## config.mk

```make
export PLATFORM = sky130hd
export DESIGN_NAME = latch_bank_wr_ctrl
export DESIGN_NICKNAME = d
export VERILOG_FILES = /design/src/rtl/latch_bank_wr_ctrl.sv
export SDC_FILE = /design/constraint.sdc
export NUM_CORES = 1
export LEC_CHECK = 0
export BUFFER_PORTS_ARGS = -buffer_cell sky130_fd_sc_hd__buf_2
export CELL_PAD_IN_SITES_DETAIL_PLACEMENT = 1
export CELL_PAD_IN_SITES_GLOBAL_PLACEMENT = 1
export CORE_UTILIZATION = 39
export DETAILED_ROUTE_END_ITERATION = 12
export HOLD_SLACK_MARGIN = 0.02
export PLACE_DENSITY = 0.9
export RECOVER_POWER = 50
export SLEW_MARGIN = 40
export SYNTH_ARGS = -nofsm -noshare
export SYNTH_HDL_FRONTEND = slang
export SYNTH_SLANG_ARGS = --single-unit
```

## constraint.sdc

```tcl
create_clock -name clk -period 3.38 [get_ports clk]
set_input_delay 0.338 -clock clk [delete_from_list [all_inputs] [get_ports clk]]
set_output_delay 0.338 -clock clk [all_outputs]
set_load 0.05 [all_outputs]
```

## src/rtl/latch_bank_wr_ctrl.sv

```systemverilog
// Write sequencer and round-robin arbiter for a bank of level-sensitive latch
// words. Each write runs SETUP -> OPEN -> HOLD so that data is settled before
// a gate rises and stays put until after it falls. Gates and the data bus are
// driven straight from flops, so the latch enables are glitch-free.
module latch_bank_wr_ctrl #(
  parameter int DEPTH       = 8,
  parameter int AW          = 3,
  parameter int DW          = 8,
  parameter int GATE_CYCLES = 1
) (
  input  logic             clk,
  input  logic             rst,
  input  logic             a_valid,
  input  logic [AW-1:0]    a_addr,
  input  logic [DW-1:0]    a_data,
  output logic             a_ready,
  input  logic             b_valid,
  input  logic [AW-1:0]    b_addr,
  input  logic [DW-1:0]    b_data,
  output logic             b_ready,
  output logic [DW-1:0]    lat_d,
  output logic [DEPTH-1:0] lat_gate,
  output logic             busy,
  output logic             done,
  output logic             err
);

  // Gate-open counter width; GATE_CYCLES is at most 15.
  localparam int CW = 4;

  typedef enum logic [1:0] {
    S_IDLE  = 2'd0,
    S_SETUP = 2'd1,
    S_OPEN  = 2'd2,
    S_HOLD  = 2'd3
  } state_e;

  // prio: 0 = requester A wins a tie, 1 = requester B wins a tie.
  state_e           state_q, state_d;
  logic             prio_q, prio_d;
  logic [CW-1:0]    cnt_q, cnt_d;
  logic [AW-1:0]    addr_q, addr_d;
  logic [DW-1:0]    lat_d_q, lat_d_d;
  logic [DEPTH-1:0] lat_gate_q, lat_gate_d;
  logic             busy_q, busy_d;
  logic             done_q, done_d;
  logic             err_q, err_d;

  logic [DEPTH-1:0] gate_sel;
  logic             addr_ok;
  logic             a_grant;
  logic             b_grant;

  // Arbitration: grants only in IDLE; a lone requester always wins, a tie goes to prio.
  always_comb begin
    a_grant = (state_q == S_IDLE) & a_valid & (~b_valid | ~prio_q);
    b_grant = (state_q == S_IDLE) & b_valid & (~a_valid | prio_q);
  end

  assign a_ready = a_grant;
  assign b_ready = b_grant;

  // Address decode: an address >= DEPTH matches no word, which also flags it as an error.
  always_comb begin
    gate_sel = '0;
    for (int i = 0; i < DEPTH; i++) begin
      gate_sel[i] = (addr_q == AW'(i));
    end
    addr_ok = |gate_sel;
  end

  // Next-state logic for the write sequence and the registered outputs.
  always_comb begin
    // NOTE: every signal gets a default before the case so no path leaves it
    // unassigned; otherwise synthesis would infer a latch to hold the old value.
    state_d = state_q;
    prio_d  = prio_q;
    cnt_d   = cnt_q;
    addr_d  = addr_q;
    lat_d_d = lat_d_q;

    case (state_q)
      S_IDLE: begin
        if (a_grant) begin
          addr_d  = a_addr;
          lat_d_d = a_data;
          prio_d  = 1'b1;
          state_d = S_SETUP;
        end else if (b_grant) begin
          addr_d  = b_addr;
          lat_d_d = b_data;
          prio_d  = 1'b0;
          state_d = S_SETUP;
        end
      end
      S_SETUP: begin
        cnt_d   = CW'(1);
        state_d = S_OPEN;
      end
      S_OPEN: begin
        if (cnt_q == CW'(GATE_CYCLES)) begin
          state_d = S_HOLD;
        end else begin
          cnt_d = cnt_q + CW'(1);
        end
      end
      S_HOLD: begin
        state_d = S_IDLE;
      end
      default: begin
        state_d = S_IDLE;
      end
    endcase

    // Outputs are computed from the next state so the flops show them in that state.
    lat_gate_d = (state_d == S_OPEN) ? gate_sel : '0;
    busy_d     = (state_d != S_IDLE);
    done_d     = (state_d == S_HOLD) &  addr_ok;
    err_d      = (state_d == S_HOLD) & ~addr_ok;
  end

  // Control and output registers; lat_d is cleared only once every gate is already closed.
  always_ff @(posedge clk) begin
    // NOTE: state registers use non-blocking assignments so every flop samples
    // the pre-edge value; blocking here would create order-dependent races.
    if (rst) begin
      state_q    <= S_IDLE;
      prio_q     <= 1'b0;
      cnt_q      <= '0;
      lat_gate_q <= '0;
      busy_q     <= 1'b0;
      done_q     <= 1'b0;
      err_q      <= 1'b0;
      if (lat_gate_q == '0) begin
        lat_d_q <= '0;
      end
    end else begin
      state_q    <= state_d;
      prio_q     <= prio_d;
      cnt_q      <= cnt_d;
      lat_gate_q <= lat_gate_d;
      busy_q     <= busy_d;
      done_q     <= done_d;
      err_q      <= err_d;
      lat_d_q    <= lat_d_d;
    end
  end

  // Captured write address.
  always_ff @(posedge clk) begin
    // NOTE: the address register carries no reset; it is only read after an
    // accept has loaded it, so a reset would add wiring for no behaviour.
    addr_q <= addr_d;
  end

  assign lat_d    = lat_d_q;
  assign lat_gate = lat_gate_q;
  assign busy     = busy_q;
  assign done     = done_q;
  assign err      = err_q;

endmodule

```

* Word level (Yosys, flattened, before mapping)
Cells that the tools add are included.
Cells by class: add/subtract/negate cells 1, equal/unequal tests 15, multiplexer cells 15, bitwise logic cells 13, reductions and logical operators 13
Operators by type and width (count):
- $mux 8 | 5
- $eq 3x3->1 const B | 4
- $eq 2x2->1 const B | 4
- $logic_not 8->1 | 1
- $pmux 2 s4 | 1
- $pmux 4 s2 | 1
- $reduce_bool 2->1 | 4
- $reduce_or 8->1 | 1
- $and 1x1->1 | 6
- $eq 3x2->1 const B | 2
- $mux 2 | 3
- $mux 3 | 2
- $not 1->1 | 5
- $add 4x1->4 const B | 1
- $eq 4x1->1 const B | 1
- $mux 4 | 1
- $reduce_and 2->1 | 2
- $eq 3x1->1 const B | 1
- $logic_not 3->1 | 1
- $reduce_and 3->1 | 1
- $reduce_bool 3->1 | 1
- $eq 2x1->1 const B | 1
- $logic_not 2->1 | 1
- $mux 1 | 2
- other kinds (4) | 5
Storage, ports and cells: register bits after elaboration 29, bits of input ports 26, output and inout port bits 21

* Logic depth before layout (Yosys ltp)
Gate-level depths: netlist of the first run.
depth in word-level cells 9, gate-level depth with buffers 6

* Worst setup path before layout of the first run
Ideal clock, no wire load.
path kind register to register, start reg state_q[0], end reg lat_d_q[0], in the netlist lat_d[0] (enable), library setup time 384 ps, data arrival time 1694 ps, required time 2996 ps, path slack 1302 ps, cell stages (with the launch flop) 6, buffers on the path 1, clock period less this slack 2078 ps, cell sequence dfxtp_1 -> inv_1 -> ha_1 -> clkbuf_1 -> o21ai_0 -> o21ai_0
Between the ends: word-level cells in the longest chain between the ends 5, elaborated cells on any way between the ends 8, classes of those cells bitwise: 4; reduce/logical: 4
RTL lines:
- start: declaration | RTL line 39 | state_e state_q, state_d;
- start signal: assignment | RTL line 138 | state_q <= state_d;
- $logic_not 2->1 (*) | RTL line 56, 57, 82
- $and 1x1->1, on equally long branches (2 in series) | RTL line 56, 57
- $reduce_bool 3->1 (no source line)
- $reduce_and 3->1 (no source line) (*)
- end signal: assignment | RTL line 145 | lat_d_q <= lat_d_d;
- end: declaration | RTL line 43 | logic [DW-1:0] lat_d_q, lat_d_d;
Mark *: on every way between the ends. The rest lies on a longest branch, timed or not. A chain may end at the register's enable or synchronous reset.

* Worst setup path in the final report of the first run
start reg state_q[0], end out a_ready
Between the ends: word-level cells in the longest chain between the ends 3
RTL lines:
- $logic_not 2->1 | RTL line 56 | a_grant = (state_q == S_IDLE) & a_valid & (~b_valid | ~prio_q);
- $and 1x1->1 (2 in series) | RTL line 56
- end: declaration | RTL line 16 | output logic a_ready,
No other way between the ends.

==> flow_summary_export.csv, run 1 <==
group,metric,value,unit
hold_path,min_path_type,"in -> reg",
drt,dr.pass1.iters,4,
setup_path,critical_path_class,"reg -> out",
floorplanning,io_pins,47,
synthesis,yosysMostFrequentCell,"dfxtp_1",
global_routing,grt-ovfl-total,0,
setup_path,crit_required,3.04,ns
place,dpl.cell_count,215,
setup_path,cp_max_fo,12,
global_routing,grt_max_degree,21,
global_routing,grt_use_total,20.8,%
synthesis,synth_flop_cell,"dfxtp_1",
setup_path,worstSetupEndpointType,"output port",
drt,post_drt_wl_per_cell,15.3,µm
status,outcome,"complete, no violations",
synthesis,yosysWarnings,0,
clocking,cts_buffer_depth,2,
clocking,cts.repair.resized,0,
synthesis,synthSimpleGateAreaFrac,15.0,%
flow_run,drv_cap,0,
synthesis,synth_cell_type_count,33,
sta,rsz0062_at_grt,"false",
drt,drc_errors,0,
clocking,cts_buffers,5,
sta,layout_setup_ws,0.914,ns
setup_path,path_cells,"inv_1 -> ha_1 -> nand2_1 -> nor2_2 -> buf_2",
power_and_ir_drop,leakage,0.000629,µW
finish,drive_above_1_share,22.9,%
clocking,cts_root_buffer,"clkbuf_4",
finish,nets,210,
global_routing,first_global_vias,1196,
finish,area_growth,22.2,%
place,dp_slack,1.30,ns
synthesis,synth.area.top_cells,"dfxtp_1, edfxtp_1, a21oi_1",
finish,n_fill_cell,407,
sta,worst_slew_margin_rel,59.2,%
finish,stdcell_count,223,
synthesis,synth-seq-cells,29,
sta,fin_crit_sh,73.0,%
setup_path,cp_slowest_stage_delay,0.42,ns
synthesis,synth_top_area_cell,"dfxtp_1",
clocking,clk_pin_slew,0.09,ns
global_routing,antenna_found_initial,0,
power_and_ir_drop,p_per_area,927,nW/µm²
finish,diodes,0,
synthesis,synth_enable_flop_cells,11,
sta,period_minus_slack,2.47,ns
setup_path,cp-start-kind,"flip-flop",
sta,holdWs,0.317,ns
setup_path,r2r_start,"state_q[0]",
synthesis,synth_area,1340,µm²
floorplanning,rows,20,
clocking,cts_hold_buf,0,
sta,hold_viol_final,0,
floorplanning,die_w,60.5,µm
place,post-dp-hpwl,2.65,mm
drt,via_per_inst,5.43,
sta,finClkSkew,0.00195,ns
clocking,clk_latency,0.32,ns
synthesis,synth_compound_area_share,20.1,%
sta,final_max_slew_viol_count,0,
floorplanning,die-area,3660,µm²
synthesis,synth_fa_ha_area_share,5.62,%
drt,drt-total-wl,3.42,mm
sta,worst_pin_slew,0.615,ns
drt,ant_nets,0,
drt,vias,1212,
clocking,cts_tree,"yes",
synthesis,synth_xor_area_share,0,%
synthesis,synth.area.mux_share,3.28,%
setup_path,crit_start,"state_q[0]",
floorplanning,fp.coreArea,3150,µm²
drt,drt_iter0_drc,29,
finish,finish.utilization,51.7,%
sta,fmax,406,MHz
synthesis,synth.net_count,162,
floorplanning,die_y,60.5,µm
place,place_congestion,0.831,
global_routing,grt_pass1_wl,5.40,mm
synthesis,yosysSeqAreaShare,51.7,%
synthesis,synth_cells,130,
power_and_ir_drop,ir_drop,0.000400,V
synthesis,netlist.area_leader.share,27.0,%
sta,setup_tns,0,ns
clocking,postCtsSetupBuffers,0,
place,port_buffers,46,
synthesis,synth_area_per_cell,10.3,µm²
sta,setup-violations-final,0,
clocking,htree_num_levels,2,
synthesis,synth_common_cells,"dfxtp_1, a21oi_1, o21ai_0",
floorplanning,initial_core_util,42.3,%
synthesis,synthArstFlopShare,0,%
synthesis,synth_top_family_by_area,"compound AO/OA/AOI/OAI gates",
clocking,cts.sinks,29,
setup_path,arrival,2.13,ns
hold_path,hp-start,"a_addr[0]",
setup_path,slowest_stage,"ha_1",
==> worst paths after layout <==
path         slack (ns)        end  depth (start not counted)
max reg2reg        1.28  addr_q[2]                          5
min reg2reg        0.54     prio_q                          2
min                0.32  addr_q[0]                          2
max                0.91    a_ready                          5
==> layout make-up <==
class	count	area (µm²)	share of cell area (%)
sequential	29	691	42.3
clock buffer	6	41.3	2.53
clock inverter	2	10.0	0.613
multi-input combinational	87	591	36.2
timing repair buffer	47	214	13.1
tap	44	55.1	3.37
inverter	8	30.0	1.84
==> layout by cell type, fill, tap and decap left out, types with 2 or more instances in the layout <==
| master | instances |
|---|---|
| buf_2 | 27 |
| nand2_1 | 5 |
| edfxtp_1 | 11 |
| clkbuf_1 | 20 |
| inv_1 | 7 |
| clkbuf_4 | 5 |
| mux2_2 | 3 |
| nor3_1 | 4 |
| ha_1 | 6 |
| nor4_1 | 3 |
| o21ai_0 | 14 |
| dfxtp_1 | 18 |
| nand3_1 | 2 |
| nor2b_1 | 3 |
| o2111ai_1 | 8 |
| nor3b_1 | 2 |
| a21oi_1 | 15 |
| clkinv_2 | 2 |
| nand4b_1 | 2 |
| nor2_1 | 4 |
| nor4b_1 | 3 |
==> flip-flops by register name, summed over array words and instances (netlist names) <==
signal,cells
lat_d,8
lat_gate,8
cnt_q,4
addr_q,3
state_q,2
busy,1
done,1
err,1
prio_q,1
==> per-layer routing <==
metal	part of all wire [%]	global-route usage (%)
met4	1.1	6.82
met5	0	0
met3	6.9	6.82
met2	51	37.2
met1	41	23.4
==> stage by stage <==
step                      total power [µW]  area (µm²)
final                                 1510        1630
after global routing                  1620        1630
after CTS                             1540        1660
after detailed placement              1340        1600
after global placement                1290        1600
after floorplan                       1140        1340
==> power by group <==
part | total, µW | internal [µW] | switching [µW] | leakage (µW)
combinational | 768 | 217 | 551 | 0.000338
clock | 197 | 79.0 | 118 | 0.0000320
sequential | 547 | 483 | 63.9 | 0.000260
==> critical path: cells and delay by family (launching register included) <==
family	cells	cell delay (ns)
DFF	1	0.35
adders and majority gates	1	0.42
buffers and inverters	2	0.45
and+or+nand+nor	2	0.58
==> cells by family (layout without fill, tap and decap cells) <==
family / count (synthesis) / in the layout
simple gates: 33 / 33
mux: 4 / 4
fa+ha+maj: 6 / 6
other cells: 1 / 1
compound gates: 43 / 43
flops: 29 / 29
buf+inv: 14 / 63
(Power assumes the default switching activity.)
==> run 2: changes to the inputs <==
--- a/config.mk
+++ b/config.mk
@@ -5,13 +5,14 @@
 export SDC_FILE = /design/constraint.sdc
 export NUM_CORES = 1
 export LEC_CHECK = 0
+export ABC_AREA = 1
 export BUFFER_PORTS_ARGS = -buffer_cell sky130_fd_sc_hd__buf_2
 export CELL_PAD_IN_SITES_DETAIL_PLACEMENT = 1
 export CELL_PAD_IN_SITES_GLOBAL_PLACEMENT = 1
-export CORE_UTILIZATION = 39
+export CORE_UTILIZATION = 35
 export DETAILED_ROUTE_END_ITERATION = 12
 export HOLD_SLACK_MARGIN = 0.02
-export PLACE_DENSITY = 0.9
+export PLACE_DENSITY = 0.85
 export RECOVER_POWER = 50
 export SLEW_MARGIN = 40
 export SYNTH_ARGS = -nofsm -noshare
==> constraint.sdc (replaced) <==
create_clock -name clk -period 2.5 [get_ports clk]
set_input_delay 0.25 -clock clk [delete_from_list [all_inputs] [get_ports clk]]
set_output_delay 0.25 -clock clk [all_outputs]
set_load 0.05 [all_outputs]
==> run 2 against run 1 <==
Effect of this change: global-route usage shrank 2.2 points; critical path depth shrank 1; count of clock-buffer cells in the layout grew 1; sequential power grew 35%; combinational power grew 18%; clock skew grew 0.0016 ns; setup slack lost 0.19 ns; total power grew 42%; non-clock buffer count shrank 1; critical path type unchanged; critical endpoint unchanged; largest cell class unchanged; highest routed layer unchanged.
==> flow_summary_export.csv, run 2 <==
group,metric,value,unit
global_routing,use_met2,32.4,%
synthesis,netlist.area_leader.share,27.3,%
place,place_congestion,0.772,
drt,drt-total-wl,3.26,mm
hold_path,min_path_type,"in -> reg",
drt,via_per_inst,4.68,
setup_path,critical_path_class,"reg -> out",
clocking,postCtsSetupBuffers,0,
global_routing,first_global_vias,1215,
finish,final_cell_mix,"nor2_1, buf_2, nand2_1, clkbuf_1, dfxtp_1",
floorplanning,io_pins,47,
floorplanning,die_w,63.4,µm
sta,setup_tns,0,ns
sta,finClkSkew,0.00359,ns
power_and_ir_drop,leakage,0.000723,µW
floorplanning,fp.coreArea,3470,µm²
sta,setup-violations-final,0,
flow_run,drv_cap,0,
setup_path,worstSetupEndpointType,"output port",
synthesis,yosysSeqAreaShare,52.4,%
sta,rsz0062_at_grt,"false",
synthesis,synth_common_cells,"nor2_1, nand2_1, dfxtp_1",
sta,holdWs,0.245,ns
synthesis,synth_cell_type_count,25,
power_and_ir_drop,p_per_area,1300,nW/µm²
global_routing,grt_use_total,18.6,%
clocking,cts_hold_buf,0,
sta,worst_slew_margin_rel,56.7,%
sta,worst_pin_slew,0.645,ns
synthesis,synth_enable_flop_cells,11,
place,post-dp-hpwl,2.48,mm
synthesis,synth_flop_cell,"dfxtp_1",
drt,drc_errors,0,
global_routing,grt_max_degree,14,
global_routing,grtUsageMet3,7.43,%
drt,vias,1155,
finish,multi_input_area,510,µm²
floorplanning,die_y,63.4,µm
synthesis,synth_area_per_cell,8.79,µm²
drt,post_drt_wl_per_cell,13.2,µm
synthesis,synth.area.top_cells,"dfxtp_1, edfxtp_1, nor2_1",
drt,ant_nets,0,
power_and_ir_drop,ir_drop,0.000497,V
synthesis,synth-seq-cells,29,
clocking,cts_buffers,5,
sta,period_minus_slack,1.78,ns
global_routing,use_met1,20.5,%
floorplanning,initial_core_util,38.0,%
drt,drt_iter0_drc,47,
synthesis,synth_area,1320,µm²
setup_path,arrival,1.53,ns
place,port_buffers,46,
finish,drive_above_1_share,20.9,%
clocking,cts.sinks,29,
floorplanning,die-area,4020,µm²
synthesis,synthArstFlopShare,0,%
synthesis,synth_top_area_cell,"dfxtp_1",
synthesis,yosysWarnings,0,
clocking,cts_tree,"yes",
global_routing,antenna_found_initial,0,
drt,dr.pass1.iters,4,
clocking,cts.repair.resized,0,
clocking,clk_pin_slew,0.06,ns
clocking,htree_num_levels,2,
floorplanning,rows,21,
setup_path,cp-start-kind,"flip-flop",
clocking,cts_root_buffer,"clkbuf_8",
finish,nets,232,
sta,final_max_slew_viol_count,0,
sta,fmax,562,MHz
global_routing,grt_pass1_wl,5.62,mm
global_routing,grt_busiest_layer,"met2",
finish,area_growth,24.8,%
clocking,cts_buffer_depth,2,
setup_path,cp_max_fo,13,
sta,hold_viol_final,0,
setup_path,rrSetupSlack,0.74,ns
status,outcome,"complete, no violations",
synthesis,synth_cells,150,
setup_path,crit_required,2.25,ns
global_routing,grt-ovfl-total,0,
synthesis,synth.net_count,182,
clocking,clk_latency,0.28,ns
synthesis,yosysMostFrequentCell,"nor2_1",
finish,diodes,0,
sta,fin_crit_sh,71.1,%
finish,final-seq-area,691,µm²
finish,final_common_cell,"nor2_1",
finish,n_fill_cell,448,
-- run 2: cell types whose count changed after synthesis, moves of 4 or more --
cell	delta
o2111ai_1	-8
nand2_2	+4
nor2_1	+25
nand2_1	+15
o21ai_0	-9
nand3_1	+10
clkbuf_1	-5
o21ai_1	+6
a21oi_1	-11
inv_1	+9
-- run 2: routing by layer --
layer  up-vias  part of all wire, %
li1        582                    -
met5         -                    0
met4         0                  1.5
met2        37                   49
met3         5                  6.3
met1       531                   43
-- run 2: path summary, 6_finish.rpt --
check / cells after the start / start / end
max reg2reg: 4 / state_q[0] / lat_d[5]
max: 4 / state_q[0] / a_ready
min reg2reg: 2 / prio_q / prio_q
min: 2 / rst / cnt_q[1]
-- run 2: cell families after synthesis --
group	Yosys count	share of synthesized area (%)
flip-flops	29	52.4
adder cells (fa/ha/maj)	6	5.69
other	1	0.284
buffers and inverters	20	7.12
AO/OA/AOI/OAI	18	7.59
AND/OR/NAND/NOR	76	26.9
-- run 2: stage by stage --
step | setup WS, ns | total power (µW) | util (%) | std cells | area [µm²]
floorplan | 0.790 | 1500 | - | 150 | 1320
global placement | 0.623 | 1680 | 45.5 | 239 | 1580
detailed placement | 0.759 | 1700 | 45.5 | 239 | 1580
CTS | 0.699 | 2210 | 48.8 | 247 | 1690
global route | 0.555 | 2280 | 47.4 | 247 | 1650
finish | 0.721 | 2140 | 47.4 | 247 | 1650
-- run 2: final cells by class --
| cell class | count | area share, % |
|---|---|---|
| multi-input cells | 101 | 31.0 |
| well taps | 46 | 3.50 |
| flip-flops and latches | 29 | 42.0 |
| inverters | 17 | 3.88 |
| repair buffers | 46 | 12.5 |
| clock inverters | 1 | 1.83 |
| clock buffers | 7 | 5.25 |
-- run 2: worst max-delay path, cell delays in order, from the launching register on --
cell and delay (ns):
dfxtp_1 0.31, inv_1 0.14, ha_1 0.21, and3_4 0.30, buf_2 0.29
-- run 2: power by group --
group / switching, µW / total, µW / leakage [µW] / internal [µW]
clock: 172 / 496 / 0.0000585 / 324
sequential: 85.0 / 740 / 0.000260 / 655
combinational: 705 / 904 / 0.000405 / 200
total: 961 / 2140 / 0.000723 / 1180
==> run 3: changes to the inputs <==
--- a/config.mk
+++ b/config.mk
@@ -5,14 +5,14 @@
 export SDC_FILE = /design/constraint.sdc
 export NUM_CORES = 1
 export LEC_CHECK = 0
-export ABC_AREA = 1
+export ABC_AREA = 0
 export BUFFER_PORTS_ARGS = -buffer_cell sky130_fd_sc_hd__buf_2
 export CELL_PAD_IN_SITES_DETAIL_PLACEMENT = 1
 export CELL_PAD_IN_SITES_GLOBAL_PLACEMENT = 1
-export CORE_UTILIZATION = 35
+export CORE_UTILIZATION = 33
 export DETAILED_ROUTE_END_ITERATION = 12
 export HOLD_SLACK_MARGIN = 0.02
-export PLACE_DENSITY = 0.85
+export PLACE_DENSITY = 0.82
 export RECOVER_POWER = 50
 export SLEW_MARGIN = 40
 export SYNTH_ARGS = -nofsm -noshare
==> constraint.sdc (replaced) <==
create_clock -name clk -period 1.43 [get_ports clk]
set_input_delay 0.143 -clock clk [delete_from_list [all_inputs] [get_ports clk]]
set_output_delay 0.143 -clock clk [all_outputs]
set_load 0.05 [all_outputs]
==> run 3 against run 2 <==
Effect of this change: the run now ends with setup timing left; clock power grew 55%; wire length grew 35%; via count grew 15%; register-to-register slack lost 0.86 ns; die area grew 7.1%; cell count shrank 0.40%; critical path depth grew 1; sequential power grew 78%; sequential share of layout area shrank 8.1 points; flip-flop and latch count is the same.
==> flow_summary_export.csv, run 3 (synthesized netlist as in run 1, its figures left out) <==
group,metric,value,unit
sta,worst_pin_slew,0.621,ns
floorplanning,die_w,65.6,µm
sta,final_max_slew_viol_count,0,
hold_path,min_path_type,"in -> reg",
floorplanning,initial_core_util,35.4,%
sta,hold_viol_final,0,
status,violations,"setup timing",
clocking,htree_num_levels,2,
global_routing,grt_pass1_wl,6.60,mm
floorplanning,io_pins,47,
power_and_ir_drop,p_per_area,2390,nW/µm²
flow_run,drv_cap,0,
finish,area_growth,54.5,%
drt,vias,1324,
drt,drt-total-wl,4.40,mm
setup_path,slowest_stage,"or3b_4",
status,outcome,"finished with violations",
clocking,clk_pin_slew,0.07,ns
global_routing,grt_max_degree,13,
sta,rsz0062_at_grt,"true",
setup_path,cp-start-kind,"flip-flop",
drt,via_per_inst,5.38,
sta,setup-violations-final,12,
place,dp_slack,-0.126,ns
finish,finish.utilization,54.7,%
floorplanning,rows,22,
global_routing,first_global_vias,1361,
drt,drc_errors,0,
finish,final_cell_mix,"buf_2, clkbuf_1, dfxtp_1, buf_4, a21oi_1",
setup_path,cp_max_fo,4,
setup_path,critical_path_class,"reg -> reg",
clocking,cts_buffers,5,
clocking,cts_buffer_depth,2,
sta,layout_setup_ws,-0.122,ns
clocking,cts.sinks,29,
setup_path,cp_slowest_stage_delay,0.40,ns
place,port_buffers,46,
finish,drive_above_1_share,44.9,%
global_routing,grt_use_total,21.0,%
clocking,clk_latency,0.28,ns
floorplanning,die_y,65.6,µm
sta,fmax,644,MHz
setup_path,path_cells,"inv_2 -> ha_4 -> or3b_4 -> o311a_4 -> and4_1",
sta,worst_slew_margin_rel,58.8,%
clocking,cts_root_buffer,"clkbuf_8",
drt,ant_nets,0,
setup_path,arrival,1.73,ns
floorplanning,fp.coreArea,3770,µm²
setup_path,worstSetupEndpointType,"flip-flop",
finish,final_common_cell,"buf_2",
sta,period_minus_slack,1.55,ns
setup_path,cp_top_family,"simple AND/OR/NAND/NOR gates",
drt,post_drt_wl_per_cell,17.9,µm
place,place_congestion,0.804,
drt,drt_iter0_drc,42,
global_routing,antenna_found_initial,0,
sta,fin_crit_sh,109,%
sta,finClkSkew,0.00624,ns
power_and_ir_drop,leakage,0.000798,µW
finish,diodes,0,
power_and_ir_drop,ir_drop,0.00121,V
setup_path,crit_required,1.60,ns
drt,dr.pass1.iters,4,
floorplanning,die-area,4300,µm²
clocking,cts_tree,"yes",
clocking,cts_hold_buf,0,
global_routing,grt-ovfl-total,0,
setup_path,path_buf_inv,1,
finish,nets,229,
place,post-dp-hpwl,2.64,mm
[run 3: cell count changes in the layout (fill, tap and decap cells not counted), moves of 4 or more]
| cell | delta |
|---|---|
| ha_1 | -4 |
| a21oi_1 | +8 |
| o21ai_0 | +6 |
| o21ai_1 | -6 |
| dfxtp_1 | -4 |
| o2111ai_1 | +8 |
| buf_4 | +14 |
| nand2_1 | -20 |
| nand3_1 | -11 |
| inv_1 | -13 |
| buf_6 | +6 |
| nor2_1 | -27 |
[run 3: what timing repair did]
| item | CTS | global route |
|---|---|---|
| pin swaps | 5 | 9 |
| gates resized for setup | 15 | 25 |
| setup buffers | 4 | 5 |
| setup endpoints to repair | 15 | 25 |
| gates cloned | 0 | 0 |
[run 3: worst paths after layout]
path | startpoint | to | slack, ns | cells past startpoint
setup / recovery | cnt_q[1] | lat_gate[3] | -0.12 | 5
hold / removal | b_addr[2] | addr_q[2] | 0.16 | 2
setup reg to reg | cnt_q[1] | lat_gate[3] | -0.12 | 5
hold reg to reg | prio_q | prio_q | 0.54 | 2
[run 3: stage by stage]
stage               hold slack, ns  setup TNS (ns)  std cells  cell area (µm²)  total power, µW
global placement             0.445         -0.0620        229             1750             3380
finish                       0.155          -0.424        246             2060             4940
detailed placement           0.448          -0.628        229             1750             3490
CTS                          0.147           -1.03        241             1940             4500
floorplan                    0.245          -0.675        130             1410             2910
global route                 0.140           -1.25        246             2060             5170
[run 3: area by class of cell]
| cell class | instances | area, µm² |
|---|---|---|
| Clock inverter | 1 | 5.00 |
| Sequential cell | 29 | 698 |
| Fill cell | 424 | 1710 |
| Tap cell | 48 | 60.1 |
| Multi-Input combinational cell | 87 | 761 |
| Clock buffer | 7 | 97.6 |
| Inverter | 8 | 37.5 |
| Timing Repair Buffer | 66 | 404 |
[run 3: power by group]
group	leakage [µW]	internal [µW]	total, µW	switching (µW)
clock	0.0000534	446	767	321
sequential	0.000261	1160	1320	162
combinational	0.000484	1100	2850	1750
[run 3: metal layers]
layer / vias up / GRT usage (%) / share of wire (%) / routed length, µm
met4: 0 / 9.78 / 1.3 / 55
met5: - / 0 / 0 / 0
met1: 650 / 23.3 / 40 / 1770
met2: 41 / 36.1 / 53 / 2350
met3: 8 / 6.60 / 5.1 / 224
li1: 625 / - / - / -
